## src/rtl/button_updown_counter_pkg.sv

```systemverilog
// counter_pkg: shared types and constants for button_updown_counter.
// Optional feature macro used in this slice: BUTTON_DEBOUNCE_EN.
package counter_pkg;

  // Operation decoded from the button presses seen in one cycle.
  typedef enum logic [1:0] {
    CNT_HOLD,
    CNT_INC,
    CNT_DEC,
    CNT_LOAD
  } cnt_op_t;

  // Idle level of an active-low push-button.
  localparam logic BTN_RELEASED = 1'b1;

endpackage

```

## src/rtl/button_updown_counter_if.sv

```systemverilog
// button_updown_counter_if: button inputs, load value and count/flag outputs.
// master = button/board side, slave = counter.
interface button_updown_counter_if #(
  parameter int W = 4
);
  logic         btn_inc_n;
  logic         btn_dec_n;
  logic         btn_load_n;
  logic [W-1:0] load_val;
  logic [W-1:0] count;
  logic         at_max;
  logic         at_min;
  logic         changed;

  modport master (
    output btn_inc_n, btn_dec_n, btn_load_n, load_val,
    input  count, at_max, at_min, changed
  );

  modport slave (
    input  btn_inc_n, btn_dec_n, btn_load_n, load_val,
    output count, at_max, at_min, changed
  );
endinterface

```

## src/rtl/button_updown_counter_btn.sv

```systemverilog
// btn_conditioner: 2-flop synchroniser, optional debounce filter
// (BUTTON_DEBOUNCE_EN) and falling-edge detect for one active-low button.
// press is a one-cycle pulse on a filtered 1->0 transition.
module btn_conditioner
  import counter_pkg::*;
#(
  parameter int DEB_CYCLES = 16
) (
  input  logic clk,
  input  logic rst,
  input  logic btn_n,
  output logic press
);

  logic sync1_q, sync1_d;
  logic sync2_q, sync2_d;
  logic prev_q, prev_d;
  logic filt;

  // Synchroniser stage inputs.
  always_comb begin
    sync1_d = btn_n;
    sync2_d = sync1_q;
  end

  // Synchroniser flops, released level on reset.
  always_ff @(posedge clk or posedge rst) begin
    if (rst) begin
      sync1_q <= BTN_RELEASED;
      sync2_q <= BTN_RELEASED;
    end else begin
      sync1_q <= sync1_d;
      sync2_q <= sync2_d;
    end
  end

`ifdef BUTTON_DEBOUNCE_EN
  localparam int CW = $clog2(DEB_CYCLES + 1);
  localparam logic [CW-1:0] DEB_C = CW'(DEB_CYCLES);

  logic          filt_q, filt_d;
  logic [CW-1:0] cnt_q, cnt_d;

  // Count consecutive disagreeing cycles; flip the filtered level when the
  // count reaches DEB_CYCLES, any agreeing cycle restarts the count.
  always_comb begin
    filt_d = filt_q;
    cnt_d  = '0;
    if (sync2_q != filt_q) begin
      cnt_d = cnt_q + CW'(1);
      if (cnt_d == DEB_C) begin
        filt_d = sync2_q;
        cnt_d  = '0;
      end
    end
  end

  // Debounce state register.
  always_ff @(posedge clk or posedge rst) begin
    if (rst) begin
      filt_q <= BTN_RELEASED;
      cnt_q  <= '0;
    end else begin
      filt_q <= filt_d;
      cnt_q  <= cnt_d;
    end
  end

  assign filt = filt_q;
`else
  logic unused_deb;
  assign unused_deb = (DEB_CYCLES > 0);
  assign filt = sync2_q;
`endif

  // Previous filtered level and falling-edge pulse.
  always_comb begin
    prev_d = filt;
    press  = prev_q & ~filt;
  end

  // Edge-detect history flop.
  always_ff @(posedge clk or posedge rst) begin
    if (rst) prev_q <= BTN_RELEASED;
    else     prev_q <= prev_d;
  end

endmodule

```

## src/rtl/button_updown_counter.sv

```systemverilog
// button_updown_counter: push-button driven W-bit up/down/load counter with
// wrap or saturate at bounds. Debounce enabled by BUTTON_DEBOUNCE_EN.
module button_updown_counter
  import counter_pkg::*;
#(
  parameter int W          = 4,
  parameter int MAX_VAL    = (1 << W) - 1,
  parameter int WRAP       = 1,
  parameter int DEB_CYCLES = 16
) (
  input logic                  clk,
  input logic                  rst,
  button_updown_counter_if.slave bus
);

  localparam logic [W-1:0] MAX_C = MAX_VAL[W-1:0];

  logic         press_inc, press_dec, press_load;
  cnt_op_t      op;
  logic [W-1:0] count_q, count_d;
  logic         changed_q, changed_d;

  btn_conditioner #(.DEB_CYCLES(DEB_CYCLES)) u_inc (
    .clk(clk), .rst(rst), .btn_n(bus.btn_inc_n), .press(press_inc)
  );

  btn_conditioner #(.DEB_CYCLES(DEB_CYCLES)) u_dec (
    .clk(clk), .rst(rst), .btn_n(bus.btn_dec_n), .press(press_dec)
  );

  btn_conditioner #(.DEB_CYCLES(DEB_CYCLES)) u_load (
    .clk(clk), .rst(rst), .btn_n(bus.btn_load_n), .press(press_load)
  );

  // Priority decode: load beats everything, inc+dec together cancel.
  always_comb begin
    op = CNT_HOLD;
    if (press_load)                  op = CNT_LOAD;
    else if (press_inc && press_dec) op = CNT_HOLD;
    else if (press_inc)              op = CNT_INC;
    else if (press_dec)              op = CNT_DEC;
  end

  // Next count: bounds are tested before stepping so nothing overflows W bits.
  always_comb begin
    count_d = count_q;
    case (op)
      CNT_LOAD: count_d = (bus.load_val > MAX_C) ? MAX_C : bus.load_val;
      CNT_INC: begin
        if (count_q >= MAX_C) count_d = (WRAP != 0) ? '0 : count_q;
        else                  count_d = count_q + W'(1);
      end
      CNT_DEC: begin
        if (count_q == '0) count_d = (WRAP != 0) ? MAX_C : count_q;
        else               count_d = count_q - W'(1);
      end
      default: count_d = count_q;
    endcase
    changed_d = (count_d != count_q);
  end

  // Count and change-pulse registers.
  always_ff @(posedge clk or posedge rst) begin
    if (rst) begin
      count_q   <= MAX_C;
      changed_q <= 1'b0;
    end else begin
      count_q   <= count_d;
      changed_q <= changed_d;
    end
  end

  // Output drive and flag decode.
  always_comb begin
    bus.count   = count_q;
    bus.changed = changed_q;
    bus.at_max  = (count_q == MAX_C);
    bus.at_min  = (count_q == '0);
  end

endmodule

```

## src/flat_wrapper.sv

```systemverilog
// flat-port wrapper written by rule: the top's interface ports become plain ports
module button_updown_counter_flat import counter_pkg::*;
#(
  parameter int W          = 4,
  parameter int MAX_VAL    = (1 << W) - 1,
  parameter int WRAP       = 1,
  parameter int DEB_CYCLES = 16
)
  (clk, rst, bus_btn_inc_n, bus_btn_dec_n, bus_btn_load_n, bus_load_val, bus_count, bus_at_max, bus_at_min, bus_changed);
  button_updown_counter_if #(.W(W)) bus_i ();
  input logic clk;
  input logic rst;
  input wire logic [$bits(bus_i.btn_inc_n)-1:0] bus_btn_inc_n;
  input wire logic [$bits(bus_i.btn_dec_n)-1:0] bus_btn_dec_n;
  input wire logic [$bits(bus_i.btn_load_n)-1:0] bus_btn_load_n;
  input wire logic [$bits(bus_i.load_val)-1:0] bus_load_val;
  output wire logic [$bits(bus_i.count)-1:0] bus_count;
  output wire logic [$bits(bus_i.at_max)-1:0] bus_at_max;
  output wire logic [$bits(bus_i.at_min)-1:0] bus_at_min;
  output wire logic [$bits(bus_i.changed)-1:0] bus_changed;
  assign bus_i.btn_inc_n = bus_btn_inc_n;
  assign bus_i.btn_dec_n = bus_btn_dec_n;
  assign bus_i.btn_load_n = bus_btn_load_n;
  assign bus_i.load_val = bus_load_val;
  assign bus_count = bus_i.count;
  assign bus_at_max = bus_i.at_max;
  assign bus_at_min = bus_i.at_min;
  assign bus_changed = bus_i.changed;
  button_updown_counter #(.W(W), .MAX_VAL(MAX_VAL), .WRAP(WRAP), .DEB_CYCLES(DEB_CYCLES)) u_core (.clk(clk), .rst(rst), .bus(bus_i));
endmodule
```

## config.mk

```make
export PLATFORM = sky130hd
export DESIGN_NAME = button_updown_counter_flat
export DESIGN_NICKNAME = d
export VERILOG_FILES = /design/src/rtl/button_updown_counter_pkg.sv /design/src/rtl/button_updown_counter_if.sv /design/src/rtl/button_updown_counter_btn.sv /design/src/rtl/button_updown_counter.sv /design/src/flat_wrapper.sv
export SDC_FILE = /design/constraint.sdc
export NUM_CORES = 1
export LEC_CHECK = 0
export BUFFER_PORTS_ARGS = -buffer_cell sky130_fd_sc_hd__buf_4
export CAP_MARGIN = 20
export CORE_AREA = 3 3 44 46
export CTS_CLUSTER_SIZE = 14
export DETAILED_ROUTE_END_ITERATION = 10
export DIE_AREA = 0 0 47 49
export GPL_TIMING_DRIVEN = 0
export PLACE_DENSITY = 0.69
export SYNTH_ARGS = -nofsm -noshare
export SYNTH_HDL_FRONTEND = slang
export SYNTH_SLANG_ARGS = --single-unit
```

## constraint.sdc

```tcl
create_clock -name clk -period 3.16 [get_ports clk]
set_clock_uncertainty 0.2 [all_clocks]
set_input_delay 0.632 -clock clk [delete_from_list [all_inputs] [get_ports clk]]
set_output_delay 0.632 -clock clk [all_outputs]
set_load 0.02 [all_outputs]
```

==> results.md <==
### Logic synthesis
• **syn nets** 85
• **number of instances in the synthesized netlist** 74
• **warning count from the yosys run** 0
• **Synth Cell Area** 766 sq um
• **Synth area leaders** sky130_fd_sc_hd__dfstp_2 45%, sky130_fd_sc_hd__o21ai_0 3.9%, sky130_fd_sc_hd__xnor2_1 3.4%, sky130_fd_sc_hd__dfrtp_1 3.3%, sky130_fd_sc_hd__ha_1 3.3%
• **cell accounting for the most synthesized area** sky130_fd_sc_hd__dfstp_2
• **post-synth cell types** 36
• **post-synthesis sequential area ratio** 47.9%
• **syn avg cell area** 10.3 sq um
• **area share of the leading cell type in the synthesized netlist** 44.6%
• **post-synthesis sequential element count** 14

### Min path
• **path category of the worst min-delay check** reg -> reg
• **hold path startpoint** u_core.u_load.sync1_q
• **Hold Path Depth** 0
• **capture endpoint of the worst hold path** u_core.u_load.filt

### STA
• **Setup TNS Final** 0 ns
• **slew at the pin closest to its max-slew limit** 0.609 ns
• **Tcrit/Tclk final** 78.8%
• **setup repair after global routing missed its margin** no
• **Tmin final** 2.49 ns
• **normalized max-slew margin** 59.1%
• **total of endpoints with negative setup slack in the final report** 0
• **Fin Hold WS** 0.162 ns
• **final hold violation count** 0
• **fin. max-slew vios** 0
• **maximum clock rate** 401 MHz

### Placed design
• **input/output buffers** 15
• **post-detail-place hpwl** 1220 um
• **RePlAce Congestion** 0.832

### CTS
• **post-CTS setup buffers** 0
• **number of clock sinks** 14
• **Post-CTS Resized** 0
• **H-tree depth reported by CTS** 1
• **Clock Tree Root** sky130_fd_sc_hd__clkbuf_4
• **cts-stage hold buffer count** 0
• **Reg clk slew, reported paths** 0.09 ns
• **clock latency on the worst-skew pair** 0.29 ns
• **TritonCTS clock tree** done
• **Inserted Clock Buffers** 3
• **buffer depth of the longest clock path** 2

### Setup path
• **Buf/Inv on CP** 2
• **arrival time reported for the critical path endpoint** 1.66 ns
• **cell at the slowest stage of the critical path** sky130_fd_sc_hd__dfstp_2
• **cell family with most CP delay** flip-flops
• **critical path depth** 4
• **critical path class** reg -> out
• **Crit Reg-Reg Startpoint** u_core.bus.count[0]
• **biggest cell delay along the critical path** 0.63 ns
• **crit-path cells** inv_1, ha_1, and3_1, buf_4
• **length in cells of the worst reg-to-reg path** 8
• **nature of the critical path startpoint** flop
• **endpoint of the most critical register-to-register path** u_core.bus.changed
• **Max FO, Critical Path** 9
• **data required time at the worst endpoint** 2.33 ns
• **CP endpoint kind** output pin
• **R2R Setup Slk** 0.75 ns

### Floorplanning
• **Initial Utilization** 49.7%
• **CORE AREA** 0.00154 sq mm
• **number of placement rows** 14
• **die outline area** 0.00230 sq mm
• **die extent in y** 49 um
• **Horiz. Die Dim** 47 um
• **number of top-level pins** 16

### Global route
• **aggregate global-route resource usage** 15.8%
• **largest net degree at the start of global routing** 15
• **number of antenna violations at the first check in global routing** 0
• **number of global-route vias before repair** 606
• **global-route wire length before repair** 2630 um
• **aggregate global routing overflow** 0

### Layout
• **number of fill cells** 135
• **relative area change from synthesis to final layout** 22.1%
• **final antenna diode count** 0
• **flip-flop count of the largest register after layout** 4
• **post-layout net count** 105
• **layout cell share with drive strength beyond 1** 44.1%

### Drt
• **DR pass1 iterations** 4
• **post-route ant nets** 0
• **ratio of routed vias to standard cells** 5.72
• **detailed-route wire length** 1610 um
• **DRC violation total after the first TritonRoute iteration** 20
• **vias post-DR** 623
• **detailed-route wire length per cell** 14.8 um
• **count of unresolved DRC violations after routing** 0

### Pwr
• **internal power** 448 uW
• **power share of the combinational group** 45.9%
• **maximum VDD drop** 488 uV
• **relative contribution of sequential cells to total power** 35.7%
• **Leak Pwr** 0.000410 uW
• **power per standard cell area** 777 mW/mm^2
• **Clock power frac** 18.4%
• **net switching component of the power** 278 uW
• **net switching fraction of the power** 38.2%

### Run
• **maxcap violations** 0

### Outcome
• **status** complete, no violations

## cell type report
| class | instances | area [sq um] | share of cell area [%] |
|---|---|---|---|
| Sequential cell | 14 | 367 | 39.2 |
| Multi-Input combinational cell | 51 | 360 | 38.6 |
| Timing Repair Buffer | 15 | 113 | 12.0 |
| Clock buffer | 4 | 36.3 | 3.88 |
| Inverter | 6 | 22.5 | 2.41 |
| Tap cell | 16 | 20.0 | 2.14 |
| Buffer | 3 | 16.3 | 1.74 |
## worst register-to-register path: stages (launching register included)
cell	delay, ns
sky130_fd_sc_hd__dfstp_2	0.63
sky130_fd_sc_hd__inv_1	0.10
sky130_fd_sc_hd__ha_1	0.35
sky130_fd_sc_hd__xor2_1	0.20
sky130_fd_sc_hd__nand2b_1	0.08
sky130_fd_sc_hd__o2bb2ai_1	0.12
sky130_fd_sc_hd__a211o_1	0.26
sky130_fd_sc_hd__a21oi_1	0.19
sky130_fd_sc_hd__o311ai_2	0.14
## power by group through the flow
stage | clock network (uW) | logic (uW) | registers, uW
6_report | 134 | 333 | 259
5_1_grt | 144 | 370 | 265
4_1_cts | 136 | 334 | 260
3_5_place_dp | 0 | 330 | 263
3_3_place_gp | 0 | 326 | 260
2_1_floorplan | 0 | 208 | 288
## routing by layer
layer	wire length [um]	part of all wire [%]	GRT usage, %	vias up
met5	0	0	0	-
met4	17	1.1	7.37	0
met3	78	4.8	2.95	4
met2	739	46	22.4	17
met1	774	48	22.7	296
li1	-	-	-	306
## worst max-delay path by stage
| stage | from | endpoint | slack (ns) |
|---|---|---|---|
| 2_1_floorplan | u_core.bus.count[1] | u_core.bus.changed | 0.87 |
| 4_1_cts | u_core.bus.count[1] | bus_at_min | 0.66 |
| 3_3_place_gp | u_core.bus.count[1] | u_core.bus.changed | 0.81 |
| 6_report | u_core.bus.count[0] | bus_at_min | 0.67 |
| 5_1_grt | u_core.bus.count[1] | u_core.bus.changed | 0.55 |
| 3_5_place_dp | u_core.bus.count[1] | u_core.bus.changed | 0.76 |
## cell usage in the layout (no fill, tap or decap), drive strengths merged, types with 3 or more instances in the layout
| master | synthesis | routed |
|---|---|---|
| xnor2 | 3 | 3 |
| nand2 | 5 | 5 |
| clkbuf | 1 | 5 |
| nor2 | 3 | 3 |
| dfstp | 13 | 13 |
| inv | 6 | 6 |
| nor3 | 3 | 3 |
| a21oi | 4 | 4 |
| o21ai | 6 | 6 |
| buf | 2 | 17 |
## metrics by stage
stage / worst slack [ns] / util (%) / std cells / power, uW / cell area, sq um
2_1_floorplan: 0.865 / - / 74 / 496 / 766
3_3_place_gp: 0.810 / 58.3 / 105 / 585 / 898
3_5_place_dp: 0.761 / 58.3 / 105 / 593 / 898
4_1_cts: 0.664 / 60.6 / 109 / 729 / 935
5_1_grt: 0.552 / 60.6 / 109 / 778 / 935
6_report: 0.669 / 60.6 / 109 / 726 / 935
## cell families (layout without fill, tap and decap cells)
family	after synthesis	after routing	synth area share, %
DFF	14	14	47.9
adders and majority gates	2	2	3.27
buffers and inverters	9	28	5.06
AOI/OAI and AO/OA	25	25	23.0
and+or+nand+nor	20	20	16.2
xor gates and xnor gates	4	4	4.58
## cells in the mapped netlist, drive strengths merged
| cell | number |
|---|---|
| xnor2 | 3 |
| a21oi | 4 |
| o311ai | 1 |
| a21o | 1 |
| dfstp | 13 |
| ha | 2 |
| o21a | 2 |
| o2111ai | 1 |
| a211oi | 2 |
| o32ai | 1 |
| clkbuf | 1 |
| inv | 6 |
| o2bb2ai | 1 |
| o21bai | 1 |
| buf | 2 |
| or3 | 2 |
| xor2 | 1 |
| nor2 | 3 |
| a22oi | 1 |
| nor2b | 2 |
| a211o | 1 |
| o21ai | 6 |
| o211ai | 2 |
| nand2b | 2 |
| dfrtp | 1 |
| nand3b | 1 |
| and3 | 2 |
| nand2 | 5 |
| a31oi | 1 |
| nor3 | 3 |
(Power assumes the default switching activity.)
